### src/rtl/iencoder_loader_if.sv
`default_nettype none
// ============================================================================
// Module   : iencoder_loader_if
// Purpose  : Field-bundle, session-control and memory-write signals of the
//            instruction encoder/loader, with master/slave modports.
// Revision : 1.0
// ============================================================================
interface iencoder_loader_if #(
    parameter int ADDR_W = 8
);
    logic              start;
    logic [ADDR_W-1:0] base_addr;
    logic              finish;
    logic              in_valid;
    logic              in_ready;
    logic [3:0]        cond;
    logic [6:0]        opcode;
    logic              en_status;
    logic [3:0]        rn;
    logic [3:0]        rd;
    logic [3:0]        rs;
    logic [3:0]        rm;
    logic [1:0]        shift_op;
    logic [4:0]        imm5;
    logic [11:0]       imm12;
    logic [23:0]       imm24;
    logic              mem_we;
    logic [ADDR_W-1:0] mem_addr;
    logic [31:0]       mem_wdata;
    logic              mem_ready;
    logic [ADDR_W:0]   count;
    logic              busy;
    logic              done;
    logic              err;

    modport master (
        output start, base_addr, finish, in_valid, cond, opcode, en_status,
               rn, rd, rs, rm, shift_op, imm5, imm12, imm24, mem_ready,
        input  in_ready, mem_we, mem_addr, mem_wdata, count, busy, done, err
    );

    modport slave (
        input  start, base_addr, finish, in_valid, cond, opcode, en_status,
               rn, rd, rs, rm, shift_op, imm5, imm12, imm24, mem_ready,
        output in_ready, mem_we, mem_addr, mem_wdata, count, busy, done, err
    );
endinterface
`default_nettype wire

### src/rtl/iencoder_loader.sv
`default_nettype none
// ============================================================================
// Module   : iencoder_loader
// Purpose  : Re-encodes internal 7-bit-opcode field bundles into 32-bit ARM
//            words, buffers them and writes them to instruction memory.
//            Optional macro ILLEGAL_TRAP_EN: illegal opcodes become HALT words.
// Revision : 1.0
// ============================================================================
module iencoder_loader #(
    parameter int ADDR_W     = 8,
    parameter int FIFO_DEPTH = 4
) (
    input  wire logic        clk,
    input  wire logic        rst_n,
    iencoder_loader_if.slave bus
);
    localparam int              c_PTR_W     = $clog2(FIFO_DEPTH);
    localparam logic [ADDR_W:0] c_COUNT_MAX = '1;

    typedef enum logic [1:0] {
        S_IDLE  = 2'd0,
        S_LOAD  = 2'd1,
        S_DRAIN = 2'd2,
        S_DONE  = 2'd3
    } state_t;

    state_t            r_state;
    state_t            w_state_nxt;
    logic              w_sess_start;

    logic [ADDR_W-1:0] r_addr;
    logic [ADDR_W:0]   r_count;
    logic              r_err;
    logic [31:0]       r_fifo [FIFO_DEPTH];
    logic [c_PTR_W:0]  r_wr_ptr;
    logic [c_PTR_W:0]  r_rd_ptr;

    logic              w_empty;
    logic              w_full;
    logic              w_active;
    logic              w_mem_we;
    logic              w_accept;
    logic              w_push;
    logic              w_pop;
    logic [31:0]       w_push_data;

    logic [3:0]        w_grp;
    logic [2:0]        w_sub;
    logic [3:0]        w_op4;
    logic              w_op4_ok;
    logic              w_s_bit;
    logic              w_legal;
    logic [27:0]       w_body;
    logic [11:0]       w_ls_off;

    // ------------------------------------------------------------------------
    // Encoder
    // ------------------------------------------------------------------------
    assign w_grp    = bus.opcode[6:3];
    assign w_sub    = bus.opcode[2:0];
    assign w_s_bit  = bus.en_status | (w_sub == 3'b010);
    assign w_ls_off = bus.opcode[3] ? {bus.imm5, bus.shift_op, 1'b0, bus.rm} : bus.imm12;

    always_comb begin
        w_op4    = 4'b0000;
        w_op4_ok = 1'b1;
        case (w_sub)
            3'b000:  w_op4 = 4'b0100;
            3'b001:  w_op4 = 4'b0010;
            3'b010:  w_op4 = 4'b1010;
            3'b011:  w_op4 = 4'b0000;
            3'b100:  w_op4 = 4'b1100;
            3'b101:  w_op4 = 4'b0001;
            default: w_op4_ok = 1'b0;
        endcase
    end

    always_comb begin
        w_legal = 1'b0;
        w_body  = 28'h0;
        case (w_grp)
            4'b0000: begin
                if (w_sub == 3'b000) begin
                    w_legal = 1'b1;
                    w_body  = {3'b001, 4'b1101, bus.en_status, 4'h0, bus.rd, bus.imm12};
                end else if (w_sub == 3'b001) begin
                    w_legal = 1'b1;
                    w_body  = {7'b0001000, 21'h0};
                end
            end
            4'b0001: begin
                w_legal = w_op4_ok;
                w_body  = {3'b001, w_op4, w_s_bit, bus.rn, bus.rd, bus.imm12};
            end
            4'b0010: begin
                w_legal = (w_sub == 3'b000);
                w_body  = {3'b000, 4'b1101, bus.en_status, 4'h0, bus.rd,
                           bus.imm5, bus.shift_op, 1'b0, bus.rm};
            end
            4'b0011: begin
                w_legal = w_op4_ok;
                w_body  = {3'b000, w_op4, w_s_bit, bus.rn, bus.rd,
                           bus.imm5, bus.shift_op, 1'b0, bus.rm};
            end
            4'b0110: begin
                w_legal = (w_sub == 3'b000);
                w_body  = {3'b000, 4'b1101, bus.en_status, 4'h0, bus.rd,
                           bus.rs, 1'b0, bus.shift_op, 1'b1, bus.rm};
            end
            4'b0111: begin
                w_legal = w_op4_ok;
                w_body  = {3'b000, w_op4, w_s_bit, bus.rn, bus.rd,
                           bus.rs, 1'b0, bus.shift_op, 1'b1, bus.rm};
            end
            4'b1000: begin
                w_legal = 1'b1;
                case (w_sub)
                    3'b000:  w_body = {4'b1010, bus.imm24};
                    3'b100:  w_body = {4'b1011, bus.imm24};
                    3'b001:  w_body = {24'h12FFF1, bus.rm};
                    3'b101:  w_body = {24'h12FFF3, bus.rm};
                    // remaining PUW codes are literal-pool loads off the PC
                    default: w_body = {3'b010, w_sub[2], w_sub[1], 1'b0, w_sub[0], 1'b1,
                                       4'hF, bus.rd, bus.imm12};
                endcase
            end
            4'b1100, 4'b1101, 4'b1110, 4'b1111: begin
                w_legal = 1'b1;
                w_body  = {2'b01, bus.opcode[3], w_sub[2], w_sub[1], 1'b0, w_sub[0],
                           ~bus.opcode[4], bus.rn, bus.rd, w_ls_off};
            end
            default: w_legal = 1'b0;
        endcase
    end

    // ------------------------------------------------------------------------
    // FIFO
    // ------------------------------------------------------------------------
    assign w_empty  = (r_wr_ptr == r_rd_ptr);
    assign w_full   = (r_wr_ptr[c_PTR_W] != r_rd_ptr[c_PTR_W]) &&
                      (r_wr_ptr[c_PTR_W-1:0] == r_rd_ptr[c_PTR_W-1:0]);
    assign w_active = (r_state == S_LOAD) || (r_state == S_DRAIN);
    assign w_mem_we = w_active && !w_empty;
    assign w_accept = bus.in_valid && bus.in_ready;
    assign w_pop    = w_mem_we && bus.mem_ready;

`ifdef ILLEGAL_TRAP_EN
    localparam logic [31:0] c_TRAP_WORD = 32'hE100_0000;
    assign w_push      = w_accept;
    assign w_push_data = w_legal ? {bus.cond, w_body} : c_TRAP_WORD;
`else
    assign w_push      = w_accept && w_legal;
    assign w_push_data = {bus.cond, w_body};
`endif

    always_ff @(posedge clk or negedge rst_n) begin
        if (!rst_n) begin
            r_wr_ptr <= '0;
            r_rd_ptr <= '0;
        end else begin
            if (w_push) r_wr_ptr <= r_wr_ptr + {{c_PTR_W{1'b0}}, 1'b1};
            if (w_pop)  r_rd_ptr <= r_rd_ptr + {{c_PTR_W{1'b0}}, 1'b1};
        end
    end

    // Storage needs no reset: the pointers alone define what is valid.
    always_ff @(posedge clk) begin
        if (w_push) r_fifo[r_wr_ptr[c_PTR_W-1:0]] <= w_push_data;
    end

    // ------------------------------------------------------------------------
    // Session FSM
    // ------------------------------------------------------------------------
    always_comb begin
        w_state_nxt  = r_state;
        w_sess_start = 1'b0;
        case (r_state)
            S_IDLE, S_DONE: begin
                if (bus.start) begin
                    w_state_nxt  = S_LOAD;
                    w_sess_start = 1'b1;
                end
            end
            S_LOAD:  if (bus.finish) w_state_nxt = S_DRAIN;
            S_DRAIN: if (w_empty && !w_mem_we) w_state_nxt = S_DONE;
            default: w_state_nxt = S_IDLE;
        endcase
    end

    always_ff @(posedge clk or negedge rst_n) begin
        if (!rst_n) begin
            r_state <= S_IDLE;
            r_addr  <= '0;
            r_count <= '0;
            r_err   <= 1'b0;
        end else begin
            r_state <= w_state_nxt;
            if (w_sess_start) begin
                r_addr  <= bus.base_addr;
                r_count <= '0;
                r_err   <= 1'b0;
            end else begin
                if (w_pop) begin
                    r_addr <= r_addr + {{(ADDR_W-1){1'b0}}, 1'b1};
                    if (r_count != c_COUNT_MAX) r_count <= r_count + {{ADDR_W{1'b0}}, 1'b1};
                end
                if (w_accept && !w_legal) r_err <= 1'b1;
            end
        end
    end

    assign bus.in_ready  = (r_state == S_LOAD) && !w_full;
    assign bus.mem_we    = w_mem_we;
    assign bus.mem_addr  = r_addr;
    assign bus.mem_wdata = w_mem_we ? r_fifo[r_rd_ptr[c_PTR_W-1:0]] : 32'h0;
    assign bus.count     = r_count;
    assign bus.busy      = w_active;
    assign bus.done      = (r_state == S_DONE);
    assign bus.err       = r_err;

endmodule
`default_nettype wire

### src/flat_wrapper.sv
// flat-port wrapper written by rule: the top's interface ports become plain ports
module iencoder_loader_flat 
#(
    parameter int ADDR_W     = 8,
    parameter int FIFO_DEPTH = 4
)
  (clk, rst_n, bus_start, bus_base_addr, bus_finish, bus_in_valid, bus_cond, bus_opcode, bus_en_status, bus_rn, bus_rd, bus_rs, bus_rm, bus_shift_op, bus_imm5, bus_imm12, bus_imm24, bus_mem_ready, bus_in_ready, bus_mem_we, bus_mem_addr, bus_mem_wdata, bus_count, bus_busy, bus_done, bus_err);
  iencoder_loader_if #(.ADDR_W(ADDR_W)) bus_i ();
  input  wire logic clk;
  input  wire logic rst_n;
  input wire logic [$bits(bus_i.start)-1:0] bus_start;
  input wire logic [$bits(bus_i.base_addr)-1:0] bus_base_addr;
  input wire logic [$bits(bus_i.finish)-1:0] bus_finish;
  input wire logic [$bits(bus_i.in_valid)-1:0] bus_in_valid;
  input wire logic [$bits(bus_i.cond)-1:0] bus_cond;
  input wire logic [$bits(bus_i.opcode)-1:0] bus_opcode;
  input wire logic [$bits(bus_i.en_status)-1:0] bus_en_status;
  input wire logic [$bits(bus_i.rn)-1:0] bus_rn;
  input wire logic [$bits(bus_i.rd)-1:0] bus_rd;
  input wire logic [$bits(bus_i.rs)-1:0] bus_rs;
  input wire logic [$bits(bus_i.rm)-1:0] bus_rm;
  input wire logic [$bits(bus_i.shift_op)-1:0] bus_shift_op;
  input wire logic [$bits(bus_i.imm5)-1:0] bus_imm5;
  input wire logic [$bits(bus_i.imm12)-1:0] bus_imm12;
  input wire logic [$bits(bus_i.imm24)-1:0] bus_imm24;
  input wire logic [$bits(bus_i.mem_ready)-1:0] bus_mem_ready;
  output wire logic [$bits(bus_i.in_ready)-1:0] bus_in_ready;
  output wire logic [$bits(bus_i.mem_we)-1:0] bus_mem_we;
  output wire logic [$bits(bus_i.mem_addr)-1:0] bus_mem_addr;
  output wire logic [$bits(bus_i.mem_wdata)-1:0] bus_mem_wdata;
  output wire logic [$bits(bus_i.count)-1:0] bus_count;
  output wire logic [$bits(bus_i.busy)-1:0] bus_busy;
  output wire logic [$bits(bus_i.done)-1:0] bus_done;
  output wire logic [$bits(bus_i.err)-1:0] bus_err;
  assign bus_i.start = bus_start;
  assign bus_i.base_addr = bus_base_addr;
  assign bus_i.finish = bus_finish;
  assign bus_i.in_valid = bus_in_valid;
  assign bus_i.cond = bus_cond;
  assign bus_i.opcode = bus_opcode;
  assign bus_i.en_status = bus_en_status;
  assign bus_i.rn = bus_rn;
  assign bus_i.rd = bus_rd;
  assign bus_i.rs = bus_rs;
  assign bus_i.rm = bus_rm;
  assign bus_i.shift_op = bus_shift_op;
  assign bus_i.imm5 = bus_imm5;
  assign bus_i.imm12 = bus_imm12;
  assign bus_i.imm24 = bus_imm24;
  assign bus_i.mem_ready = bus_mem_ready;
  assign bus_in_ready = bus_i.in_ready;
  assign bus_mem_we = bus_i.mem_we;
  assign bus_mem_addr = bus_i.mem_addr;
  assign bus_mem_wdata = bus_i.mem_wdata;
  assign bus_count = bus_i.count;
  assign bus_busy = bus_i.busy;
  assign bus_done = bus_i.done;
  assign bus_err = bus_i.err;
  iencoder_loader #(.ADDR_W(ADDR_W), .FIFO_DEPTH(FIFO_DEPTH)) u_core (.clk(clk), .rst_n(rst_n), .bus(bus_i));
endmodule
### config.mk
export PLATFORM = sky130hd
export DESIGN_NAME = iencoder_loader_flat
export DESIGN_NICKNAME = d
export VERILOG_FILES = /design/src/rtl/iencoder_loader_if.sv /design/src/rtl/iencoder_loader.sv /design/src/flat_wrapper.sv
export SDC_FILE = /design/constraint.sdc
export NUM_CORES = 1
export LEC_CHECK = 0
export CAP_MARGIN = 20
export CORE_ASPECT_RATIO = 0.5
export CORE_UTILIZATION = 43
export CTS_CLUSTER_SIZE = 28
export DETAILED_ROUTE_END_ITERATION = 8
export PLACE_DENSITY = 0.68
export SLEW_MARGIN = 30
export SYNTH_ARGS = -nofsm -noshare
export SYNTH_HDL_FRONTEND = slang
export SYNTH_SLANG_ARGS = --single-unit
### constraint.sdc
create_clock -name clk -period 7.7 [get_ports clk]
set_clock_uncertainty 0.15 [all_clocks]
set_input_delay 1.54 -clock clk [delete_from_list [all_inputs] [get_ports clk]]
set_output_delay 1.54 -clock clk [all_outputs]
set_load 0.01 [all_outputs]
* Yosys cells after proc, flatten, opt, wreduce, memory -nomap -nowiden
Memory sizes are Yosys's and may differ from the RTL's.
Index checks and enable logic that the tools add are counted.
W data, S select, Z words.
** Storage, ports and cells
- Register bits :: 26
- Latch bits :: 0
- Bits in writable memories :: 128
- ROM bits :: 0
- Bits of input ports :: 85
- Output and inout port bits :: 54
- Word-level logic and storage cells :: 91
- Memories :: 1
** Memories
- u_core.r_fifo :: depth 4, bits a word 32, rd ports 1, clocked after memory_dff 0, write ports 1, line iencoder_loader.sv:34 : logic [31:0] r_fifo [FIFO_DEPTH];
** Operators by class
- Add/sub/neg operators :: 4
- Multiply operators :: 0
- Div/mod/pow operators :: 0
- Order comparisons :: 0
- Equal/unequal tests :: 25
- Shifts and indexed selects :: 0
- Muxes and demuxes :: 26
- Bitwise gates (word level) :: 2
- Reductions and logical operators :: 27
** Operators with widths (count)
- $pmux W28 S8 :: 1
- $pmux W28 S4 :: 1
- $mux W32 :: 1
- $mux W28 :: 1
- $mux W9 :: 3
- $mux W25 :: 1
- $eq A4 B4 Y1 const B :: 5
- $pmux W4 S5 :: 1
- $mux W8 :: 2
- $mux W12 :: 1
- $add A9 B1 Y9 const B :: 1
- $mux W1 :: 9
- $ne A9 B9 Y1 const B :: 1
- $add A8 B1 Y8 const B :: 1
- $eq A4 B2 Y1 const B :: 2
- $eq A4 B3 Y1 const B :: 2
- $logic_and A1 B1 Y1 :: 8
- $add A3 B1 Y3 const B :: 2
- $eq A3 B2 Y1 const B :: 2
- $eq A3 B3 Y1 const B :: 2
- $mux W2 :: 3
- $ne A2 B2 Y1 const B :: 3
- $pmux W2 S3 :: 1
- $reduce_bool A2 Y1 :: 3
- other kinds (22) :: 27

* Depth between registers and ports, before layout
Gate-level depths: netlist of the first run.
- Depth in word-level cells :: 8
- Mapped depth :: 8
- Depth with buffers taken out :: 8

* Worst setup path after synthesis of the first run
Ideal clock, no wire load.
- Path type :: in2reg
- From :: input bus_opcode[6]
- To :: memory u_core.r_fifo[3][0], enable pin
- Setup time :: 0.444 ns
- Data arrival time :: 3.916 ns
- Data required time :: 7.106 ns
- Setup slack :: 3.190 ns
- Cell stages on the path :: 4
- Buffers on the path :: 1
- Cells stage by stage :: clkbuf_1 -> nor2b_1 -> o211ai_1 -> a31oi_1
** Between the ends
- Word-level cells in the longest chain between the ends :: 6
- Elaborated cells on any way between the ends :: 18
- Those cells by class :: eq/ne (10); mux (3); reduce/logical (5)
** RTL lines
- start, declared :: line flat_wrapper.sv:16 : input wire logic [$bits(bus_i.opcode)-1:0] bus_opcode;
- $eq A4 B4 Y1, or another cell as far along :: line iencoder_loader.sv:81 : case (w_grp)
- $reduce_or A5 Y1 (no line), or another cell as far along
- $pmux W1 S4 * :: line iencoder_loader.sv:81
- $logic_and A1 B1 Y1 * :: line iencoder_loader.sv:152 : assign w_push = w_accept && w_legal;
- $mux W1 * :: line iencoder_loader.sv:168 : if (w_push) r_fifo[r_wr_ptr[c_PTR_W-1:0]] <= w_push_data;
- $mux W1 (not written as such) * :: line iencoder_loader.sv:168
- end, declared :: line iencoder_loader.sv:34
Every way passes the cells marked *; elsewhere a longest branch is shown, timed or not.

* Worst setup path in the final report of the first run
- From :: register u_core.r_rd_ptr[1]
- To :: output bus_mem_wdata[10]
** Between the ends
- Word-level cells in the longest chain between the ends :: 4
- Elaborated cells on any way between the ends :: 5
- Those cells by class :: eq/ne (1); mux (1); reduce/logical (2); memory (1)
** RTL lines
- start, declared :: line iencoder_loader.sv:36 : logic [c_PTR_W:0] r_rd_ptr;
- start signal, assigned :: line iencoder_loader.sv:162 : if (w_pop) r_rd_ptr <= r_rd_ptr + {{c_PTR_W{1'b0}}, 1'b1};
- $eq A3 B3 Y1 :: line iencoder_loader.sv:139 : assign w_empty = (r_wr_ptr == r_rd_ptr);
- $logic_not A1 Y1 :: line iencoder_loader.sv:143 : assign w_mem_we = w_active && !w_empty;
- $logic_and A1 B1 Y1 :: line iencoder_loader.sv:143
- $mux W32 * :: line iencoder_loader.sv:215 : assign bus.mem_wdata = w_mem_we ? r_fifo[r_rd_ptr[c_PTR_W-1:0]] : 32'h0;
- end, declared :: line flat_wrapper.sv:30 : output wire logic [$bits(bus_i.mem_wdata)-1:0] bus_mem_wdata;
Marks and branches as above.

==> out/results.txt, run 1 <==
Synth Cell Area - 7290 µm²
Seq/Total Area, Yosys - 61.6%
io pins - 139
VDD IR-drop max - 205 µV
RSZ-0062 raised after global routing - no
endpoint class of the critical path - primary output
drt first pass iters - 4
dominant cells by area after synthesis - edfxtp_1, mux4_2, dfrtp_1
DRC - 0
crit-path max FO - 36
Hold-fix buffers, CTS - 0
Max Buffers Root-to-Sink - 2
crit path cell chain - xor2_1 > o31ai_2 > inv_2 > and2_1 > clkdlybuf4s50_1
FFs w/ async S/R, synth - 16.9%
Crit path required time - 6010 ps
synthesized instance count - 513
leak pwr - 3.26 nW
initial antenna violation count - 0
fraction of layout cells with a size suffix above 1 - 14.3%
final setup fails - 0
worst skew pair latency - 420 ps
die area - 17,500 µm²
critical path type - reg2out
initial core utilization - 44.3%
CTS tree - done
PostCTS Resize Cnt - 0
Slew headroom - 36.6%
Layout area overhead - 29.7%
final slew viol count - 0
setup TNS - 0 ps
Buf/Inv on CP - 2
dpl cell area - 8880 µm²
H-tree Lvls - 4
Pwr per Cell Area - 335 nW/µm²
#FFs+latches synth - 154
Pwr Total - 3.17 mW
Final Instance Area - 9450 µm²
via count - 4,883
Initial DRC Count - 309
CTS clk-pin slew, worst paths - 60 ps
largest net degree at the start of global routing - 37
Crit path arrival time - 3750 ps
CP max stage delay - 1000 ps
status - completed
DP Wirelength - 10,900 µm
multi-input logic area - 2650 µm²
Post-Syn Nets - 609
routed wire length - 16,500 µm
FMAX - 0.184 GHz
Final Hold Viols - 0
CP max stage cell - dfrtp_2
Via density - 5.52
Final Cycle Share - 70.6%
top cell type's share of synthesized area - 52.7%
post-synth top area cell - edfxtp_1
Worst Max-Slew Pin Slew - 951 ps
wire length per cell - 18.7 µm
number of flops mapped to enable cells by yosys - 128
fin crit period - 5440 ps
CORE AREA - 16,500 µm²
GR Overflow Total - 0
fillcell total - 1,312
clock sink count - 154
CTS Root Cell - clkbuf_16
Final GP Congestion - 0.801
ANT cells - 0
first-pass GRT wire length - 25,600 µm
Tot GR Track Use - 19.9%
Post-CTS Setup Bufs - 0
max-cap viol count - 0
register area - 4500 µm²
dominant synthesized flop cell - edfxtp_1
Ys Warns - 0
antenna-violating nets left - 0
Tightest Hold Check Type - reg2reg
Rows - 33
PortBufs - 138
Syn Area/Cell - 14.2 µm²
Worst setup SP type - flop
CTS Buf Count - 17
hold_ws - 379 ps
Unique masters post-synth - 57
Die X - 186 µm
Die Height - 94.1 µm
cell family with the largest share of critical-path delay - flip-flops
fin nets - 740
vias in the first global route - 4,696
[worst paths after layout]
| path | endpoint | depth (start not counted) | slack [ps] | startpoint |
|---|---|---|---|---|
| worst max-delay path | bus_mem_wdata[10] | 5 | 2260 | u_core.r_rd_ptr[1] |
| worst min-delay path | u_core.bus.err | 2 | 380 | u_core.bus.err |
| worst max register to register | u_core.r_fifo[1][5] | 4 | 4430 | u_core.r_rd_ptr[1] |
| worst min register to register | u_core.bus.err | 2 | 380 | u_core.bus.err |
| max in group asynchronous | u_core.r_rd_ptr[1] | 2 | 5760 | rst_n |
| min in group asynchronous | u_core.bus.count[6] | 2 | 1360 | rst_n |
[cell usage after synthesis, drive strengths merged (10+ instances only)]
cell,count
a31oi,10
dfrtp,26
a21oi,15
nand2,30
nor2,24
o21ai,24
edfxtp,128
inv,12
ha,11
mux4,32
and2,35
buf,12
nand3,13
a221o,11
clkbuf,18
[power breakdown]
part           switching (mW)  internal [mW]  leakage, nW
clock                   0.343          0.449        0.269
sequential              0.106          0.998         1.49
combinational           0.595          0.675         1.50
total                    1.04           2.12         3.26
[kinds of logic (layout without fill, tap and decap cells)]
| family | after synthesis | count (layout) | share of synthesized area (%) |
|---|---|---|---|
| AND/OR/NAND/NOR | 144 | 144 | 10.6 |
| multiplexers | 42 | 42 | 11.4 |
| AO/OA/AOI/OAI | 108 | 108 | 10.5 |
| buffers and inverters | 42 | 186 | 2.45 |
| adder cells (fa/ha/maj) | 11 | 11 | 1.89 |
| XOR/XNOR | 12 | 12 | 1.54 |
| flip-flops | 154 | 154 | 61.6 |
[registers in the layout (all words and copies together) (netlist names)]
name and count:
u_core.bus.count 9, u_core.bus.err 1, u_core.bus.mem_addr 8, u_core.r_fifo 128
u_core.r_rd_ptr 3, u_core.r_state 2, u_core.r_wr_ptr 3
[final cells by class]
type / count / area share (%)
clock inverter: 15 / 1.46
timing repair buffer: 142 / 14.9
sequential: 154 / 47.6
clock buffer: 17 / 4.50
tap: 227 / 3.00
multi-input combinational: 317 / 28.1
inverter: 12 / 0.476
[routing by layer]
layer	global-route usage, %	part of all wire (%)	vias to the layer above
met5	0	0	-
met3	3.88	4.9	16
met4	5.67	1.1	0
met2	32.0	48	147
li1	-	-	2283
met1	27.6	46	2437
[metrics by stage]
| step | setup slack [ps] | util, % | instances |
|---|---|---|---|
| global route | 1880 | 57.4 | 884 |
| finish | 2260 | 57.4 | 884 |
| CTS | 1930 | 57.3 | 884 |
| detailed placement | 2410 | 53.9 | 852 |
| floorplan | 3190 | - | 513 |
| global placement | 2520 | 53.9 | 852 |
[cells in the final DEF (no fill, tap or decap), types with 3 or more instances in the layout]
cell / instances
inv_6: 6
o21ai_0: 24
and2_1: 32
mux2i_1: 3
a31oi_1: 9
a221o_1: 11
buf_4: 4
mux4_2: 32
or3_1: 9
edfxtp_1: 128
ha_1: 11
mux2_2: 7
o22ai_1: 7
clkinv_4: 3
o2bb2ai_1: 8
and2_2: 3
nor2_1: 23
xor2_1: 3
a21bo_2: 4
o311ai_0: 3
clkdlybuf4s50_1: 138
o31ai_1: 5
nor2b_1: 9
dfrtp_1: 24
inv_1: 11
nand2_1: 30
and3_1: 3
or4_1: 3
nor3_1: 5
o211ai_1: 3
clkbuf_16: 17
nand3_1: 13
xnor2_1: 8
a21oi_1: 15
[worst register-to-register path: stages, from the launching register on]
cell,delay (ps)
dfrtp_2,1000
xnor2_1,270
a31o_2,300
a31oi_1,330
and2_2,830
(Power assumes the default switching activity.)
==> run 2: changes to the inputs <==
--- a/config.mk
+++ b/config.mk
@@ -10,7 +10,7 @@
 export CORE_UTILIZATION = 43
 export CTS_CLUSTER_SIZE = 28
 export DETAILED_ROUTE_END_ITERATION = 8
-export PLACE_DENSITY = 0.68
+export PLACE_DENSITY = 0.71
 export SLEW_MARGIN = 30
 export SYNTH_ARGS = -nofsm -noshare
 export SYNTH_HDL_FRONTEND = slang
==> constraint.sdc (replaced) <==
create_clock -name clk -period 4.4 [get_ports clk]
set_clock_uncertainty 0.15 [all_clocks]
set_input_delay 0.88 -clock clk [delete_from_list [all_inputs] [get_ports clk]]
set_output_delay 0.88 -clock clk [all_outputs]
set_load 0.01 [all_outputs]
==> out/results.txt, run 2 (synthesized netlist as in run 1, its figures left out) <==
CTS clk-pin slew, worst paths - 70 ps (about the same)
vias in the first global route - 4,869 (+3.7%)
wire length per cell - 19.4 µm (+3.5%)
Crit path arrival time - 3100 ps (-650 ps)
status - completed
Slew headroom - 38.8% (+2.2 points)
GR Overflow Total - 0 (unchanged)
fin crit period - 4130 ps
Tot GR Track Use - 20.8% (+0.89 points)
PortBufs - 138 (unchanged)
commonest non-fill, non-tap cell in the layout - clkdlybuf4s50_1
CTS Buf Count - 17 (unchanged)
drt first pass iters - 5 (+1)
CTS Root Cell - clkbuf_16
VDD IR-drop max - 344 µV (+68%)
final slew viol count - 0 (unchanged)
final setup fails - 0 (unchanged)
FMAX - 0.242 GHz
setup TNS - 0 ps (unchanged)
Layout area overhead - 31.2%
fillcell total - 1,269 (-3.3%)
initial core utilization - 44.3% (unchanged)
initial antenna violation count - 0 (unchanged)
Worst Max-Slew Pin Slew - 917 ps (-34.7 ps)
Tightest Hold Check Type - in2async
worst skew pair latency - 420 ps (about the same)
ANT cells - 0 (unchanged)
DRC - 0 (unchanged)
Pwr per Cell Area - 591 nW/µm² (+77%)
first-pass GRT wire length - 26,600 µm (+4.0%)
H-tree Lvls - 4 (unchanged)
Final Cycle Share - 93.9%
routed wire length - 17,300 µm (+4.3%)
Pwr Total - 5.65 mW (+79%)
Rows - 33 (unchanged)
fin nets - 747 (+0.95%)
most frequent cells in the layout - clkdlybuf4s50_1, edfxtp_1, mux4_2, and2_1, nand2_1
die area - 17,500 µm² (unchanged)
fraction of layout cells with a size suffix above 1 - 15.2% (+0.90 points)
largest net degree at the start of global routing - 36 (-2.7%)
max-cap viol count - 0 (unchanged)
Max Buffers Root-to-Sink - 2 (unchanged)
Crit path required time - 3370 ps (-2640 ps)
via count - 4,967 (+1.7%)
CTS tree - done
Final Hold Viols - 0 (unchanged)
Die Height - 94.1 µm (unchanged)
hold_ws - 239 ps (-140 ps)
leak pwr - 3.32 nW (+1.8%)
Final GP Congestion - 0.793 (-1.0%)
Worst setup SP type - flop
DP Wirelength - 11,900 µm (+9.0%)
Via density - 5.57 (+0.92%)
CORE AREA - 16,500 µm² (unchanged)
endpoint class of the critical path - primary output
RSZ-0062 raised after global routing - no
max reg flops - 128 (unchanged)
Initial DRC Count - 355 (+15%)
crit-path max FO - 19 (-47%)
antenna-violating nets left - 0 (unchanged)
io pins - 139 (unchanged)
Die X - 186 µm (unchanged)
clock sink count - 154 (unchanged)
critical path type - reg2out
run 2: cell types whose count changed in the layout (fill, tap and decap cells not counted), sizes merged:
cell,change
clkbuf,+1
clkinv,-1
inv,+2
buf,+8
clkdlybuf4s50,-1
clkinvlp,-2
run 2: per-stage QoR:
step	cell area [µm²]	util [%]	std cells	setup WS (ps)
3_5_place_dp	8980	54.5	859	386
6_report	9570	58.1	891	267
2_1_floorplan	7290	-	513	550
5_1_grt	9570	58.1	891	53.0
4_1_cts	9570	58.1	891	258
3_3_place_gp	8980	54.5	859	462
run 2: worst max-delay path, stage by stage (launching register included):
cell	delay (ps)
dfrtp_1	380
inv_1	70
ha_1	340
inv_1	200
o31ai_4	190
inv_1	460
buf_4	330
and2_1	170
clkdlybuf4s50_1	540
run 2: cell type report:
| class | instances | area, µm² | area share (%) |
|---|---|---|---|
| multi-input combinational | 317 | 2650 | 27.7 |
| timing repair buffer | 149 | 1510 | 15.8 |
| tap | 227 | 284 | 2.97 |
| clock buffer | 18 | 429 | 4.49 |
| sequential | 154 | 4500 | 47.0 |
| inverter | 12 | 45.0 | 0.471 |
| clock inverter | 14 | 150 | 1.57 |
run 2: final timing paths:
check / startpoint / end / slack [ps] / cells past startpoint
max: u_core.r_state[0] / bus_mem_wdata[27] / 270 / 8
min: rst_n / u_core.bus.count[5] / 240 / 1
max reg2reg: u_core.r_rd_ptr[0] / u_core.r_fifo[2][24] / 1390 / 6
min reg2reg: u_core.bus.err / u_core.bus.err / 400 / 2
max in group asynchronous: rst_n / u_core.r_rd_ptr[0] / 3350 / 2
min in group clk: u_core.bus.err / u_core.bus.err / 400 / 2
run 2: timing repair:
item                       in CTS  in global routing
hold buffers                    0                  0
setup endpoints to repair      17                  0
gates resized for setup         1                  0
setup buffers                   0                  0
run 2: power breakdown:
part | internal [mW] | leakage (nW) | switching, mW
Combinational | 1.21 | 1.55 | 1.14
Clock | 0.803 | 0.282 | 0.635
Sequential | 1.75 | 1.49 | 0.115
run 2: routing by layer:
metal,GRT usage (%),vias to the layer above,wire length [µm]
met5,0,-,0
met4,6.76,0,217
met3,4.65,16,1110
met2,33.2,168,8310
met1,28.4,2487,7630
li1,-,2296,-
